[config.mk]
export PLATFORM = sky130hd
export DESIGN_NAME = rx_pkt_gen_rd_ctrl_flat
export DESIGN_NICKNAME = d
export VERILOG_FILES = /design/src/rtl/rx_pkt_gen_rd_ctrl_pkg.sv /design/src/rtl/rx_pkt_gen_rd_ctrl_if.sv /design/src/rtl/rx_pkt_gen_rd_ctrl_byte_packer.sv /design/src/rtl/rx_pkt_gen_rd_ctrl.sv /design/src/flat_wrapper.sv
export SDC_FILE = /design/constraint.sdc
export NUM_CORES = 1
export LEC_CHECK = 0
export BUFFER_PORTS_ARGS = -buffer_cell sky130_fd_sc_hd__clkbuf_2
export CAP_MARGIN = 20
export CORE_MARGIN = 10
export CORE_UTILIZATION = 50
export CTS_CLUSTER_SIZE = 14
export DETAILED_ROUTE_END_ITERATION = 6
export PLACE_DENSITY = 0.82
export SYNTH_ARGS = -nofsm -noshare
export SYNTH_HDL_FRONTEND = slang
export SYNTH_SLANG_ARGS = --single-unit
export TNS_END_PERCENT = 30
[constraint.sdc]
create_clock -name clk -period 3.4 [get_ports clk]
set_clock_uncertainty 0.2 [all_clocks]
set_input_delay 0.17 -clock clk [delete_from_list [all_inputs] [get_ports clk]]
set_output_delay 0.17 -clock clk [all_outputs]
set_load 0.01 [all_outputs]
[src/rtl/rx_pkt_gen_rd_ctrl_pkg.sv]
// rx_pkt_gen_rd_ctrl_pkg
// Shared constants for the PHY-emulator receive read path: FSM state
// encodings, RAM read latency, output word geometry and a lane-insert helper.
// No ports (package).
package rx_pkt_gen_rd_ctrl_pkg;

  localparam logic [1:0] ST_IDLE  = 2'd0;
  localparam logic [1:0] ST_READ  = 2'd1;
  localparam logic [1:0] ST_DRAIN = 2'd2;
  localparam logic [1:0] ST_GAP   = 2'd3;

  localparam int RD_LATENCY = 2;
  localparam int WORD_W     = 64;
  localparam int LANES      = 8;

  // Return word w with byte b placed in the given lane (lane 0 = bits [7:0]).
  function automatic logic [WORD_W-1:0] put_byte(input logic [WORD_W-1:0] w,
                                                 input logic [2:0]        lane,
                                                 input logic [7:0]        b);
    logic [WORD_W-1:0] r;
    r = w;
    r[{lane, 3'b000} +: 8] = b;
    return r;
  endfunction

endpackage

[src/rtl/rx_pkt_gen_rd_ctrl_if.sv]
// rx_pkt_gen_rd_ctrl_if
// MAC RX word bus: 64-bit data with valid, SOP/EOP framing and the count of
// valid bytes in the EOP word (0 means 8).
//   master : packet generator side (drives everything)
//   slave  : MAC RX side (samples everything; no backpressure)
interface rx_pkt_gen_rd_ctrl_if;
  import rx_pkt_gen_rd_ctrl_pkg::*;

  logic [WORD_W-1:0] rx_data;
  logic              rx_val;
  logic              rx_sop;
  logic              rx_eop;
  logic [2:0]        rx_mod;

  modport master (output rx_data, output rx_val, output rx_sop,
                  output rx_eop, output rx_mod);
  modport slave  (input rx_data, input rx_val, input rx_sop,
                  input rx_eop, input rx_mod);
endinterface

[src/rtl/rx_pkt_gen_rd_ctrl_byte_packer.sv]
// rx_pkt_byte_packer
// Packs a stream of captured RAM bytes into 64-bit words. Byte n lands in
// lane n mod 8; a word is emitted the cycle after lane 7 fills or the packet's
// last byte arrives. Unfilled lanes of the EOP word are zero.
// Ports:
//   clk, reset      : clock, synchronous active-high reset
//   byte_val        : byte_data is a captured packet byte this cycle
//   byte_data       : captured byte
//   byte_last       : this byte is the packet's last byte
//   first_of_pkt    : this byte is the packet's first byte
//   rx_data..rx_mod : registered word output with framing
module rx_pkt_byte_packer
  import rx_pkt_gen_rd_ctrl_pkg::*;
(
  input  logic              clk,
  input  logic              reset,
  input  logic              byte_val,
  input  logic [7:0]        byte_data,
  input  logic              byte_last,
  input  logic              first_of_pkt,
  output logic [WORD_W-1:0] rx_data,
  output logic              rx_val,
  output logic              rx_sop,
  output logic              rx_eop,
  output logic [2:0]        rx_mod
);

  logic [WORD_W-1:0] acc_r;
  logic [2:0]        lane_r;
  logic              sop_pend_r;

  // Lane accumulation and word emission.
  always_ff @(posedge clk) begin
    if (reset) begin
      acc_r      <= {WORD_W{1'b0}};
      lane_r     <= 3'd0;
      sop_pend_r <= 1'b0;
      rx_data    <= {WORD_W{1'b0}};
      rx_val     <= 1'b0;
      rx_sop     <= 1'b0;
      rx_eop     <= 1'b0;
      rx_mod     <= 3'd0;
    end else begin
      rx_val <= 1'b0;
      rx_sop <= 1'b0;
      rx_eop <= 1'b0;
      rx_mod <= 3'd0;
      if (byte_val) begin
        if ((lane_r == 3'd7) || byte_last) begin
          rx_data    <= put_byte(acc_r, lane_r, byte_data);
          rx_val     <= 1'b1;
          rx_sop     <= sop_pend_r | first_of_pkt;
          rx_eop     <= byte_last;
          // lane+1 wraps to 0 for a full word, which encodes "8 bytes".
          rx_mod     <= byte_last ? (lane_r + 3'd1) : 3'd0;
          acc_r      <= {WORD_W{1'b0}};
          lane_r     <= 3'd0;
          sop_pend_r <= 1'b0;
        end else begin
          acc_r      <= put_byte(acc_r, lane_r, byte_data);
          lane_r     <= lane_r + 3'd1;
          sop_pend_r <= sop_pend_r | first_of_pkt;
        end
      end
    end
  end

endmodule

[src/rtl/rx_pkt_gen_rd_ctrl.sv]
// rx_pkt_gen_rd_ctrl
// Read-side sequencer: fetches a packet image from RAM port B one byte per
// cycle, packs it into 64-bit MAC RX words and repeats it pkt_count times with
// IPG_CYCLES idle cycles between repetitions.
// Ports:
//   clk, reset         : clock (also RAM clk_b), synchronous active-high reset
//   start              : launch pulse, honoured only when idle
//   pkt_addr/len/count : packet start address, byte length, repetitions
//   busy, done         : run in progress / one-cycle completion pulse
//   ram_en/we/addr     : RAM port B controls (we is always 0)
//   ram_dout           : RAM port B read data, 2-cycle latency
//   rx                 : MAC RX word bus (master side)
module rx_pkt_gen_rd_ctrl
  import rx_pkt_gen_rd_ctrl_pkg::*;
#(
  parameter int ADDR_WIDTH = 11,
  parameter int DATA_WIDTH = 8,
  parameter int IPG_CYCLES = 12
) (
  input  logic                  clk,
  input  logic                  reset,
  input  logic                  start,
  input  logic [ADDR_WIDTH-1:0] pkt_addr,
  input  logic [ADDR_WIDTH-1:0] pkt_len,
  input  logic [7:0]            pkt_count,
  output logic                  busy,
  output logic                  done,
  output logic                  ram_en,
  output logic                  ram_we,
  output logic [ADDR_WIDTH-1:0] ram_addr,
  input  logic [DATA_WIDTH-1:0] ram_dout,
  rx_pkt_gen_rd_ctrl_if.master  rx
);

  localparam logic [ADDR_WIDTH-1:0] ZERO_A   = {ADDR_WIDTH{1'b0}};
  localparam logic [ADDR_WIDTH-1:0] ONE_A    = {{(ADDR_WIDTH-1){1'b0}}, 1'b1};
  localparam logic                  GAP_NONE = (IPG_CYCLES == 0);
  localparam logic [7:0]            GAP_LOAD = (IPG_CYCLES > 0) ? 8'(IPG_CYCLES - 1) : 8'd0;

  logic [1:0]            state_r;
  logic [ADDR_WIDTH-1:0] base_r;
  logic [ADDR_WIDTH-1:0] len_r;
  logic [7:0]            rem_cnt_r;
  logic [ADDR_WIDTH-1:0] issue_rem_r;
  logic [7:0]            gap_cnt_r;
  logic                  first_r;
  logic [RD_LATENCY-1:0] vld_pipe_r;
  logic [RD_LATENCY-1:0] last_pipe_r;
  logic [RD_LATENCY-1:0] first_pipe_r;

  logic [WORD_W-1:0] pk_data_s;
  logic              pk_val_s;
  logic              pk_sop_s;
  logic              pk_eop_s;
  logic [2:0]        pk_mod_s;
  logic              eop_seen_s;

  assign ram_we     = 1'b0;
  assign eop_seen_s = pk_val_s & pk_eop_s;

  // FSM, issue/repetition/gap counters and the read-latency valid pipe.
  always_ff @(posedge clk) begin
    if (reset) begin
      state_r      <= ST_IDLE;
      base_r       <= ZERO_A;
      len_r        <= ZERO_A;
      rem_cnt_r    <= 8'd0;
      issue_rem_r  <= ZERO_A;
      gap_cnt_r    <= 8'd0;
      first_r      <= 1'b0;
      vld_pipe_r   <= {RD_LATENCY{1'b0}};
      last_pipe_r  <= {RD_LATENCY{1'b0}};
      first_pipe_r <= {RD_LATENCY{1'b0}};
      busy         <= 1'b0;
      done         <= 1'b0;
      ram_en       <= 1'b0;
      ram_addr     <= ZERO_A;
    end else begin
      done <= 1'b0;
      // Flags travel with each issued read so the packer sees them with its byte.
      vld_pipe_r   <= {vld_pipe_r[0], ram_en};
      last_pipe_r  <= {last_pipe_r[0], ram_en && (issue_rem_r == ZERO_A)};
      first_pipe_r <= {first_pipe_r[0], ram_en && first_r};
      case (state_r)
        ST_IDLE: begin
          if (start && (pkt_len != ZERO_A) && (pkt_count != 8'd0)) begin
            base_r      <= pkt_addr;
            len_r       <= pkt_len;
            rem_cnt_r   <= pkt_count;
            busy        <= 1'b1;
            state_r     <= ST_READ;
            ram_en      <= 1'b1;
            ram_addr    <= pkt_addr;
            issue_rem_r <= pkt_len - ONE_A;
            first_r     <= 1'b1;
          end
        end
        ST_READ: begin
          first_r <= 1'b0;
          if (issue_rem_r == ZERO_A) begin
            ram_en  <= 1'b0;
            state_r <= ST_DRAIN;
          end else begin
            ram_addr    <= ram_addr + ONE_A;
            issue_rem_r <= issue_rem_r - ONE_A;
          end
        end
        ST_DRAIN: begin
          if (eop_seen_s) begin
            rem_cnt_r <= rem_cnt_r - 8'd1;
            if (rem_cnt_r == 8'd1) begin
              done    <= 1'b1;
              busy    <= 1'b0;
              state_r <= ST_IDLE;
            end else if (GAP_NONE) begin
              state_r     <= ST_READ;
              ram_en      <= 1'b1;
              ram_addr    <= base_r;
              issue_rem_r <= len_r - ONE_A;
              first_r     <= 1'b1;
            end else begin
              gap_cnt_r <= GAP_LOAD;
              state_r   <= ST_GAP;
            end
          end
        end
        ST_GAP: begin
          if (gap_cnt_r == 8'd0) begin
            state_r     <= ST_READ;
            ram_en      <= 1'b1;
            ram_addr    <= base_r;
            issue_rem_r <= len_r - ONE_A;
            first_r     <= 1'b1;
          end else begin
            gap_cnt_r <= gap_cnt_r - 8'd1;
          end
        end
        default: state_r <= ST_IDLE;
      endcase
    end
  end

  rx_pkt_byte_packer u_packer (
    .clk          (clk),
    .reset        (reset),
    .byte_val     (vld_pipe_r[RD_LATENCY-1]),
    .byte_data    (ram_dout[7:0]),
    .byte_last    (last_pipe_r[RD_LATENCY-1]),
    .first_of_pkt (first_pipe_r[RD_LATENCY-1]),
    .rx_data      (pk_data_s),
    .rx_val       (pk_val_s),
    .rx_sop       (pk_sop_s),
    .rx_eop       (pk_eop_s),
    .rx_mod       (pk_mod_s)
  );

  assign rx.rx_data = pk_data_s;
  assign rx.rx_val  = pk_val_s;
  assign rx.rx_sop  = pk_sop_s;
  assign rx.rx_eop  = pk_eop_s;
  assign rx.rx_mod  = pk_mod_s;

endmodule

[src/flat_wrapper.sv]
// flat-port wrapper written by rule: the top's interface ports become plain ports
module rx_pkt_gen_rd_ctrl_flat import rx_pkt_gen_rd_ctrl_pkg::*;
#(
  parameter int ADDR_WIDTH = 11,
  parameter int DATA_WIDTH = 8,
  parameter int IPG_CYCLES = 12
)
  (clk, reset, start, pkt_addr, pkt_len, pkt_count, busy, done, ram_en, ram_we, ram_addr, ram_dout, rx_rx_data, rx_rx_val, rx_rx_sop, rx_rx_eop, rx_rx_mod);
  rx_pkt_gen_rd_ctrl_if rx_i ();
  input  logic clk;
  input  logic reset;
  input  logic start;
  input  logic [ADDR_WIDTH-1:0] pkt_addr;
  input  logic [ADDR_WIDTH-1:0] pkt_len;
  input  logic [7:0] pkt_count;
  output logic busy;
  output logic done;
  output logic ram_en;
  output logic ram_we;
  output logic [ADDR_WIDTH-1:0] ram_addr;
  input  logic [DATA_WIDTH-1:0] ram_dout;
  output wire logic [$bits(rx_i.rx_data)-1:0] rx_rx_data;
  output wire logic [$bits(rx_i.rx_val)-1:0] rx_rx_val;
  output wire logic [$bits(rx_i.rx_sop)-1:0] rx_rx_sop;
  output wire logic [$bits(rx_i.rx_eop)-1:0] rx_rx_eop;
  output wire logic [$bits(rx_i.rx_mod)-1:0] rx_rx_mod;
  assign rx_rx_data = rx_i.rx_data;
  assign rx_rx_val = rx_i.rx_val;
  assign rx_rx_sop = rx_i.rx_sop;
  assign rx_rx_eop = rx_i.rx_eop;
  assign rx_rx_mod = rx_i.rx_mod;
  rx_pkt_gen_rd_ctrl #(.ADDR_WIDTH(ADDR_WIDTH), .DATA_WIDTH(DATA_WIDTH), .IPG_CYCLES(IPG_CYCLES)) u_core (.clk(clk), .reset(reset), .start(start), .pkt_addr(pkt_addr), .pkt_len(pkt_len), .pkt_count(pkt_count), .busy(busy), .done(done), .ram_en(ram_en), .ram_we(ram_we), .ram_addr(ram_addr), .ram_dout(ram_dout), .rx(rx_i));
endmodule
* After elaboration in Yosys (flattened, before gate mapping)
Index checks and enable logic that the tools add are counted.
** Operators by class
- Bitwise operators :: 7
- Add/subtract/negate cells :: 8
- Shift-type cells :: 2
- Reduce and logical (&&, ||, !) cells :: 26
- Muxes and demuxes :: 35
- Equality and inequality tests :: 13
** Operators by type and width (count)
- 2-to-1 mux 11 bit :: 6
- one-hot mux 11 bit (3 select lines) :: 2
- bitwise mux 64 bit :: 1
- 2-to-1 mux 64 bit :: 1
- variable shift 8 x 8 -> 64 bit (first input constant) :: 1
- variable part select 8 x 8 -> 64 bit :: 1
- 2-to-1 mux 8 bit :: 5
- subtractor 11 x 1 -> 11 bit (second input constant) :: 3
- one-hot mux 8 bit (2 select lines) :: 2
- AND reduction 4 bit :: 5
- subtractor 8 x 1 -> 8 bit (second input constant) :: 2
- adder 11 x 1 -> 11 bit (second input constant) :: 1
- zero test 11 bit :: 1
- nonzero test 11 bit :: 1
- 2-to-1 mux 2 bit :: 5
- inequality test 2 x 1 -> 1 bit (second input constant) :: 5
- == test 8 x 1 -> 1 bit (second input constant) :: 1
- zero test 8 bit :: 1
- 2-to-1 mux 1 bit :: 8
- negation 6 -> 8 bit :: 1
- one-hot mux 2 bit (4 select lines) :: 1
- nonzero test 8 bit :: 1
- inequality test 2 bit (second input constant) :: 3
- one-hot mux 1 bit (3 select lines) :: 2
- 19 further kinds :: 31
** Word-level totals
- Bits of input ports :: 41
- Flip-flop bits (word level) :: 210
- Word-level logic and storage cells :: 113

* Depth between registers and ports, before layout
Gate-level depths: netlist of run 1.
- Depth in word-level cells :: 5
- Mapped depth :: 11

* Modules after synthesis
From an unflattened synthesis of run 1, not the netlist that was laid out.
** Unflattened totals
- Cell total of the unflattened synthesis :: 1006
- Area total of the unflattened synthesis :: 9238.9 µm²
** Modules (own cells, without submodules)
- rx_pkt_byte_packer :: instances 1, area each 5400.2 µm², cells each 526
- rx_pkt_gen_rd_ctrl :: instances 1, area each 3838.7 µm², cells each 480

* Least setup slack after synthesis of run 1
OpenSTA, ideal clock, no wires.
- Path type :: register -> register
- Start point :: register u_core.state_r[1]
- End point :: register u_core.issue_rem_r[10]
- Path buffers :: 1
- Data arrival time :: 2517 ps
- Path slack :: 594 ps
- Clock period less this slack :: 2806 ps
- Cell stages (with the launch flop) :: 9
- Path through :: dfxtp_1 inv_1 ha_1 buf_2 or3_1 a222oi_1 nand3_2 or3_1 a311oi_2
** Between the ends
- Word-level cells in the longest chain between the ends :: 3
** RTL lines
- from (decl) :: line rx_pkt_gen_rd_ctrl.sv:40 : logic [1:0] state_r;
- from (signal assigned) :: line rx_pkt_gen_rd_ctrl.sv:64 : state_r <= ST_IDLE;
- from (signal assigned) :: line rx_pkt_gen_rd_ctrl.sv:91 : state_r <= ST_READ;
- from (signal assigned) :: line rx_pkt_gen_rd_ctrl.sv:102 : state_r <= ST_DRAIN;
- == test 2 x 1 -> 1 bit (tied with other cells) :: line rx_pkt_gen_rd_ctrl.sv:84 : case (state_r)
- inequality test 2 bit (no line) (tied with other cells)
- AND reduction 4 bit (no line)
- to (signal assigned) :: line rx_pkt_gen_rd_ctrl.sv:94 : issue_rem_r <= pkt_len - ONE_A;
- to (signal assigned) :: line rx_pkt_gen_rd_ctrl.sv:105 : issue_rem_r <= issue_rem_r - ONE_A;
- to (signal assigned) :: line rx_pkt_gen_rd_ctrl.sv:119 : issue_rem_r <= len_r - ONE_A;
- to (decl) :: line rx_pkt_gen_rd_ctrl.sv:44 : logic [ADDR_WIDTH-1:0] issue_rem_r;
Several ways; a longest one is shown, not always the timed one.
A chain may end at the register's enable or synchronous reset.

* Worst setup path after layout of run 1
- Start point :: register u_core.state_r[0]
- End point :: register u_core.issue_rem_r[10]
Same word-level chain as after synthesis.

==> summary.txt, run 1 <==
Placement
  • Port Buffer Count: 124
  • Dpl cells: 1,432
  • RePlAce Congestion: 0.8938
  • Setup WS pre-CTS: 0.4225 ns
  • HPWL after DPL: 16,880 µm

Floorplan
  • Die X: 155.9 µm
  • Initial Utilization: 0.5102
  • I/O pins: 126
  • Die Footprint: 24,290 µm²
  • Core box area: 18,090 µm²
  • Die height: 155.9 µm
  • # rows: 49

Layout
  • Nets@finish: 1,328
  • Register area: 4204 µm²
  • Filler instances: 1,492
  • Commonest non-fill, non-tap cell in the layout: dfxtp_1
  • Final Non-Filler Cells: 1,514
  • Number of diodes: 0
  • Multi-input logic area: 4641 µm²
  • Commonest non-fill, non-tap cells in the layout: 210 x dfxtp_1, 141 x nor2_1, 130 x nand2_1
  • Layout cells sized above 1: 0.1580
  • Final Core Density: 0.6228
  • Layout area overhead: 22.06%

Worst setup path
  • Worst EP arrival: 3.29 ns
  • CP Launch Type: flip-flop
  • Element type at the critical path end: flip-flop
  • Worst endpoint required time: 3.62 ns
  • R2R setup slack: 0.34 ns
  • Worst R2R Start: u_core.state_r[0]
  • CP Class: reg -> reg
  • Worst flop-to-flop path endpoint: u_core.issue_rem_r[10]
  • Worst-path fanout max: 19
  • Worst r2r path cells: 7

Route
  • Via-to-Cell Ratio: 5.763
  • DRC: 0
  • Detail-routed net length per standard cell: 16.94 µm
  • DRT antenna net count: 0
  • Initial DRC count: 767
  • WL final: 25,640 µm
  • Routed vias: 8,725
  • Detailed Routing Iterations Pass 1: 6

STA
  • Pin slew with the least headroom to its limit: 0.9834 ns
  • Slack of the critical path: 0.3361 ns
  • Setup-failing EPs final: 0
  • Max-slew violations: 0
  • RSZ-0062 raised after global routing: no
  • Min Tclk post-route: 3.064 ns
  • Max Fclk: 326.4 MHz
  • Total negative slack: 0 ns
  • Fin. Hold Viols: 0
  • Tcrit/Tclk final: 0.9011
  • Worst relative slew slack: 0.3431

Power and ir drop
  • P_sw: 2455 µW
  • Static leakage: 0.004446 µW
  • Reg power frac: 0.394
  • Pint: 4988 µW
  • Power share of the clock group: 0.338
  • Pwr Density: 660.8 nW/µm²
  • Power consumption: 7443 µW
  • Sw Ratio: 0.3298
  • Max VDD drop: 0.5260 mV
  • Comb power frac: 0.268

CTS
  • H-tree depth: 1
  • CTS Buf Count: 23
  • Clock sinks: 210
  • Clock slew at the register clock pins of the worst setup and hold paths: 0.06 ns
  • CTS tree: built
  • Worst skew pair latency: 0.51 ns
  • Gates resized, CTS repair: 0
  • CTS root buffer: clkbuf_16
  • Max clock buf depth: 3

Synth
  • Seq cells post-synth: 210
  • Post-Synthesis Cell Area: 9228 µm²
  • Post-Syn Instances: 1,126
  • Avg Inst Size Synth: 8.195 µm²
  • Synth warn: 0
  • EDFF count, synth: 0
  • Syn Nets: 1,185
  • Ys flop type: dfxtp_1
  • Seq/Total Area, Yosys: 0.4556
  • Post-synth ARST share: 0
  • Distinct cell type count after synthesis: 55

Worst hold path
  • Worst min-delay path class: in -> reg
  • Hold EP: u_core.busy
  • Hold depth: 5
  • Hold Crit Start: start

Global route
  • GRT Residual Overflow: 0
  • Initial antenna violation count: 0
  • Largest net degree at the start of global routing: 53
  • First-pass GRT wire length: 41,460 µm
  • Vias in the first global route: 8,148
  • GR Util All Layers: 0.2009

Flow run
  • MaxCap Viol Count: 0

Status
  • Status: finished, final reports clean
layout make-up:
class / instances / area share
multi-input combinational: 816 / 0.4120
clock buffer: 30 / 0.05432
timing repair buffer: 198 / 0.1149
tap: 229 / 0.02544
inverter: 20 / 0.006665
sequential: 210 / 0.3733
clock inverter: 11 / 0.01344
cell families (layout without fill, tap and decap cells):
group	count (synthesis)	in the layout	synth area share
xor+xnor	21	21	0.01993
compound gates	293	293	0.1977
mux	30	30	0.03254
simple gates	453	453	0.2267
fa+ha+maj	18	18	0.02441
other cells	1	1	0.0004064
flops	210	210	0.4556
buf+inv	100	259	0.04271
power by group through the flow:
| stage | Clock [µW] | Combinational [µW] | Sequential [µW] |
|---|---|---|---|
| after detailed placement | 0 | 1900 | 2970 |
| after CTS | 2550 | 1960 | 2920 |
| after global routing | 2660 | 2210 | 2960 |
| after floorplan | 0 | 1410 | 2940 |
| final | 2510 | 2000 | 2930 |
| after global placement | 0 | 1850 | 2960 |
metal layers:
| layer | vias up | wire length (µm) | track usage |
|---|---|---|---|
| met3 | 64 | 2300 | 0.04935 |
| met1 | 4002 | 10620 | 0.2536 |
| met2 | 412 | 12000 | 0.3315 |
| met5 | - | 0 | 0 |
| li1 | 4247 | - | - |
| met4 | 0 | 723 | 0.06205 |
repair_timing:
action	4_1_cts	5_1_grt
setup buffers	0	0
hold buffers	41	0
hold endpoints to repair	91	0
sequential cells by signal, indices dropped and copies added, names as in the netlist, 3 cells and up:
register,count
u_core.base_r,11
u_core.gap_cnt_r,8
u_core.issue_rem_r,11
u_core.len_r,11
u_core.ram_addr,11
u_core.rem_cnt_r,8
u_core.u_packer.acc_r,64
u_core.u_packer.lane_r,3
u_core.u_packer.rx_data,64
u_core.u_packer.rx_mod,3
metrics by stage:
step	hold WS, ns	instance area [µm²]
after floorplan	0.1139	9228
after global placement	0.2220	10090
after detailed placement	0.2253	10090
after CTS	0.1938	11260
after global routing	0.2625	11260
final	0.2214	11260
worst max-delay path by stage:
stage | from | cells past startpoint | slack [ns] | end
2_1_floorplan | u_core.state_r[1] | 8 | 0.59 | u_core.issue_rem_r[10]
3_3_place_gp | u_core.state_r[0] | 7 | 0.53 | u_core.issue_rem_r[10]
3_5_place_dp | u_core.state_r[0] | 7 | 0.42 | u_core.issue_rem_r[10]
4_1_cts | u_core.state_r[0] | 7 | 0.40 | u_core.issue_rem_r[10]
5_1_grt | u_core.state_r[0] | 7 | 0.12 | u_core.issue_rem_r[10]
6_report | u_core.state_r[0] | 7 | 0.34 | u_core.issue_rem_r[10]
cells in the mapped netlist, drive strengths merged (3+ instances only):
cell / instances / share of area
clkbuf: 70 / 0.028
and3: 6 / 0.0041
and2: 4 / 0.0027
nor3: 59 / 0.032
dfxtp: 210 / 0.46
nor2: 141 / 0.057
xor2: 9 / 0.0085
a211oi: 12 / 0.0098
a31oi: 5 / 0.0034
buf: 10 / 0.0061
nand3: 29 / 0.016
nand2: 130 / 0.053
xnor2: 12 / 0.011
mux2i: 30 / 0.033
nand2b: 16 / 0.011
a21boi: 3 / 0.0024
nor4: 9 / 0.0077
ha: 18 / 0.024
nor2b: 30 / 0.021
a21oi: 79 / 0.043
a311oi: 12 / 0.012
inv: 20 / 0.0081
or3: 13 / 0.0088
a22oi: 77 / 0.063
nand4: 3 / 0.0020
a222oi: 3 / 0.0033
or4: 4 / 0.0037
o31ai: 3 / 0.0024
o21ai: 89 / 0.048
worst max-delay path, cell delays in order (launching register included):
cell	delay, ns
dfxtp_1	0.34
ha_1	0.45
nor2b_2	0.45
o21ai_0	0.20
a222oi_1	0.52
nand3_2	0.18
or3_1	0.38
a311oi_2	0.25
No activity file was read; power rests on OpenSTA's default activity.
==> run 2: changes to the inputs <==
--- a/config.mk
+++ b/config.mk
@@ -7,7 +7,6 @@
 export LEC_CHECK = 0
 export BUFFER_PORTS_ARGS = -buffer_cell sky130_fd_sc_hd__clkbuf_2
 export CAP_MARGIN = 20
-export CORE_MARGIN = 10
 export CORE_UTILIZATION = 50
 export CTS_CLUSTER_SIZE = 14
 export DETAILED_ROUTE_END_ITERATION = 6
==> summary.txt, run 2 (synthesis results as in run 1) <==
Worst setup path
  • Worst EP arrival: 3.25 ns
  • Worst endpoint required time: 3.58 ns
  • Buf+Inv Stages, Crit Path: 4
  • CP Launch Type: input pin
  • Worst-path fanout max: 22
  • CP Cell Sequence: dlygate4sd3_1 > clkbuf_2 > or4_1 > o21ai_0 > nor2_1 > nand2_1 > buf_4 > mux2i_1 > nor2_1 > dlygate4sd3_1
  • Element type at the critical path end: flip-flop
  • CP Class: in -> reg
  • CP peak stage delay: 0.60 ns
  • Critical path's slowest cell: dlygate4sd3_1
  • Critical path's top delay family: buffers and inverters

Layout
  • Number of diodes: 0
  • Top flop regs: u_core.u_packer.acc_r x64, u_core.u_packer.rx_data x64
  • Layout cells sized above 1: 0.1599
  • Nets@finish: 1,332
  • Layout area overhead: 22.67%
  • Final Core Density: 0.6280
  • Final Non-Filler Cells: 1,517
  • Commonest non-fill, non-tap cells in the layout: 210 x dfxtp_1, 141 x nor2_1, 130 x nand2_1
  • Commonest non-fill, non-tap cell in the layout: dfxtp_1

STA
  • Max Fclk: 326.0 MHz
  • RSZ-0062 raised after global routing: no
  • Pin slew with the least headroom to its limit: 0.8609 ns
  • Min Tclk post-route: 3.068 ns
  • Max-slew violations: 0
  • Worst relative slew slack: 0.4249
  • Fin. Hold Viols: 0
  • Setup-failing EPs final: 0
  • Tcrit/Tclk final: 0.9023
  • Total negative slack: 0 ns

Floorplan
  • Initial Utilization: 0.5119
  • Core box area: 18,020 µm²
  • # rows: 49
  • Die X: 137.9 µm
  • Die height: 137.9 µm
  • I/O pins: 126
  • Die Footprint: 19,000 µm²

CTS
  • Gates resized, CTS repair: 0
  • Clock slew at the register clock pins of the worst setup and hold paths: 0.06 ns
  • Clock sinks: 210
  • Worst skew pair latency: 0.51 ns
  • CTS Buf Count: 23
  • Max clock buf depth: 3
  • CTS root buffer: clkbuf_16
  • H-tree depth: 1
  • CTS tree: built

Power and ir drop
  • P_sw: 2435 µW
  • Max VDD drop: 0.4454 mV
  • Pwr Density: 661.3 nW/µm²
  • Sw Ratio: 0.3253
  • Static leakage: 0.004479 µW
  • Reg power frac: 0.392
  • Comb power frac: 0.265
  • Pint: 5051 µW
  • Power share of the clock group: 0.343

Route
  • Initial DRC count: 872
  • Detailed Routing Iterations Pass 1: 5
  • WL final: 24,750 µm
  • DRT antenna net count: 0
  • DRC: 0
  • Routed vias: 8,632
  • Detail-routed net length per standard cell: 16.31 µm
  • Via-to-Cell Ratio: 5.690

Global route
  • Grt peak-use layer: met2
  • Met3 Use GR: 0.04861
  • Vias in the first global route: 7,870
  • Met2 usage: 0.4311
  • First-pass GRT wire length: 39,140 µm
  • Largest net degree at the start of global routing: 61
  • Initial antenna violation count: 0
  • Met1 Use GR: 0.3226
  • GR Util All Layers: 0.2575
  • GRT Residual Overflow: 0

Status
  • Status: finished, final reports clean

Placement
  • Port Buffer Count: 124
  • RePlAce Congestion: 0.8974
  • HPWL after DPL: 15,870 µm
  • Dpl cells: 1,431

Worst hold path
  • Worst min-delay path class: in -> reg

Flow run
  • MaxCap Viol Count: 0
[run 2: worst reg2reg max path: stages (launching register included)]
cell and delay, ns:
dfxtp_1 0.34, ha_1 0.47, nor2b_2 0.45, o21ai_0 0.19, a222oi_1 0.49, nand3_2 0.17, or3_1 0.38, a311oi_2 0.25
[run 2: metal layers]
| layer | wire [µm] | up-vias |
|---|---|---|
| met2 | 11610 | 368 |
| met1 | 10330 | 3939 |
| met4 | 948 | 0 |
| li1 | - | 4252 |
| met5 | 0 | - |
| met3 | 1857 | 73 |
[run 2: through the flow]
step | setup slack, ns | power, µW | cell area (µm²) | hold slack [ns]
after global routing | 0.1235 | 7861 | 11320 | 0.2523
after global placement | 0.5081 | 4795 | 10070 | 0.2169
final | 0.3322 | 7485 | 11320 | 0.1940
after CTS | 0.4140 | 7474 | 11320 | 0.1826
after detailed placement | 0.4450 | 4847 | 10070 | 0.2287
after floorplan | 0.5944 | 4354 | 9228 | 0.1139
[run 2: path summary, 6_finish.rpt]
check | from | end | slack, ns | cells past startpoint
worst min-delay path | start | u_core.rem_cnt_r[3] | 0.19 | 6
worst max register to register | u_core.state_r[0] | u_core.issue_rem_r[10] | 0.37 | 7
worst min register to register | u_core.vld_pipe_r[0] | u_core.vld_pipe_r[1] | 0.23 | 1
worst max-delay path | pkt_count[2] | u_core.base_r[7] | 0.33 | 10
[run 2: layout make-up]
type	count	area, µm²
fill	1487	6705
multi-input combinational	816	4641
sequential	210	4204
timing repair buffer	202	1324
clock buffer	29	648.1
tap	229	286.5
clock inverter	11	141.4
inverter	20	75.07
[run 2: power by group through the flow]
stage	Clock, µW	Sequential [µW]	Combinational (µW)
2_1_floorplan	0	2940	1410
3_3_place_gp	0	2970	1830
3_5_place_dp	0	2970	1870
4_1_cts	2610	2920	1940
5_1_grt	2700	2970	2190
6_report	2570	2940	1980
[run 2: repair_timing]
| action | in CTS | in global routing |
|---|---|---|
| hold buffers | 46 | 0 |
| buffers inserted | 0 | 0 |
| endpoints found under the hold margin | 75 | 0 |
==> run 3: changes to the inputs <==
--- a/config.mk
+++ b/config.mk
@@ -11,6 +11,7 @@
 export CTS_CLUSTER_SIZE = 14
 export DETAILED_ROUTE_END_ITERATION = 6
 export PLACE_DENSITY = 0.82
+export SETUP_SLACK_MARGIN = 0.4
 export SYNTH_ARGS = -nofsm -noshare
 export SYNTH_HDL_FRONTEND = slang
 export SYNTH_SLANG_ARGS = --single-unit
==> summary.txt, run 3 (synthesis results as in run 1) <==
Worst setup path
  • Worst flop-to-flop path endpoint: u_core.u_packer.acc_r[61]
  • Worst r2r path cells: 9
  • CP startpoint: pkt_count[2]
  • Worst EP arrival: 3.08 ns
  • Element type at the critical path end: flip-flop
  • CP Class: in -> reg
  • Worst R2R Start: u_core.u_packer.lane_r[0]
  • Worst endpoint required time: 3.58 ns
  • CP Launch Type: input pin
  • R2R setup slack: 0.54 ns
  • Worst-path fanout max: 22

Route
  • Detail-routed net length per standard cell: 16.39 µm
  • Initial DRC count: 880
  • DRT antenna net count: 0
  • WL final: 24,870 µm
  • Detailed Routing Iterations Pass 1: 5
  • Via-to-Cell Ratio: 5.726
  • Routed vias: 8,687
  • DRC: 0

Power and ir drop
  • Power share of the clock group: 0.342
  • Sw Ratio: 0.3262
  • Pwr Density: 661.8 nW/µm²
  • Power consumption: 7507 µW
  • Static leakage: 0.004480 µW
  • Pint: 5059 µW
  • Reg power frac: 0.392
  • Max VDD drop: 0.4472 mV
  • Comb power frac: 0.267
  • P_sw: 2449 µW

Global route
  • Initial antenna violation count: 0
  • First-pass GRT wire length: 39,140 µm
  • GR Util All Layers: 0.2575
  • Largest net degree at the start of global routing: 61
  • Vias in the first global route: 7,870
  • GRT Residual Overflow: 0

CTS
  • H-tree depth: 1
  • Post-CTS Repair Setup Buffers: 0
  • Max clock buf depth: 3
  • Clock slew at the register clock pins of the worst setup and hold paths: 0.06 ns
  • Clock sinks: 210
  • CTS Buf Count: 23
  • Worst skew pair latency: 0.51 ns
  • CTS tree: built
  • CTS root buffer: clkbuf_16

Layout
  • Layout area overhead: 22.93%
  • Number of diodes: 0
  • Commonest non-fill, non-tap cells in the layout: 210 x dfxtp_1, 140 x nor2_1, 130 x nand2_1
  • Design Area, Final: 11,340 µm²
  • Layout cells sized above 1: 0.1630
  • Top flop regs: u_core.u_packer.acc_r x64, u_core.u_packer.rx_data x64
  • Commonest non-fill, non-tap cell in the layout: dfxtp_1
  • Nets@finish: 1,332

STA
  • Max Fclk: 345.5 MHz
  • Min Tclk post-route: 2.894 ns
  • Slack of the critical path: 0.5055 ns
  • Total negative slack: 0 ns
  • Setup-failing EPs final: 0
  • Fin. Hold Viols: 0
  • Max-slew violations: 0
  • Pin slew with the least headroom to its limit: 0.8358 ns
  • RSZ-0062 raised after global routing: yes
  • Tcrit/Tclk final: 0.8513
  • Worst relative slew slack: 0.4416

Floorplan
  • Die Footprint: 19,000 µm²
  • Die height: 137.9 µm
  • I/O pins: 126
  • # rows: 49
  • Core box area: 18,020 µm²
  • Initial Utilization: 0.5119
  • Die X: 137.9 µm

Placement
  • RePlAce Congestion: 0.8974
  • Port Buffer Count: 124
  • Setup WS pre-CTS: 0.4450 ns
  • HPWL after DPL: 15,870 µm
  • Placed Area: 10,070 µm²

Flow run
  • MaxCap Viol Count: 0

Status
  • Status: finished, final reports clean

Worst hold path
  • Hold depth: 6
  • Worst min-delay path class: in -> reg
  • Hold Crit Start: start
  • Hold EP: u_core.rem_cnt_r[3]
## run 3: cell counts in the layout (fill, tap and decap cells not counted)
Identical to the previous run, type by type.
## run 3: metal layers
metal	wire (µm)	share of wire	track usage
met4	974	0.039	0.1093
met2	11700	0.47	0.4311
met1	10390	0.42	0.3226
met3	1799	0.072	0.04861
met5	0	0	0
## run 3: cell type report
cell class | instances | area [µm²]
clock inverter | 11 | 141.4
sequential | 210 | 4204
timing repair buffer | 202 | 1328
fill | 1483 | 6681
inverter | 20 | 75.07
multi-input combinational | 816 | 4661
tap | 229 | 286.5
clock buffer | 29 | 648.1
## run 3: timing repair
item                                    CTS  global route
endpoints found under the setup margin    0            36
resized for setup                         0             7
hold buffers                             46             0
endpoints found under the hold margin    75             0
## run 3: worst max-delay path by stage
stage / end / slack, ns
finish: u_core.base_r[7] / 0.51
global placement: u_core.issue_rem_r[10] / 0.51
CTS: u_core.issue_rem_r[10] / 0.41
floorplan: u_core.issue_rem_r[10] / 0.59
global route: u_core.u_packer.acc_r[9] / 0.33
detailed placement: u_core.issue_rem_r[10] / 0.45
## run 3: power groups by stage
stage               clock (µW)  sequential (µW)  combinational (µW)
global route              2700             2970                2210
detailed placement           0             2970                1870
floorplan                    0             2940                1410
finish                    2570             2940                2000
global placement             0             2970                1830
CTS                       2610             2920                1940
## run 3: worst max-delay path, stage by stage
cell and delay, ns:
dlygate4sd3_1 0.56, clkbuf_2 0.13, or4_1 0.55, o21ai_1 0.26
nor2_1 0.09, nand2_1 0.09, buf_6 0.27, mux2i_1 0.27
nor2_1 0.07, dlygate4sd3_1 0.60
## run 3: through the flow
step,utilization,instances,hold WS [ns]
CTS,0.6280,1517,0.1826
detailed placement,0.5587,1431,0.2287
global placement,0.5587,1431,0.2169
floorplan,-,1126,0.1139
finish,0.6293,1517,0.1808
global route,0.6293,1517,0.2523
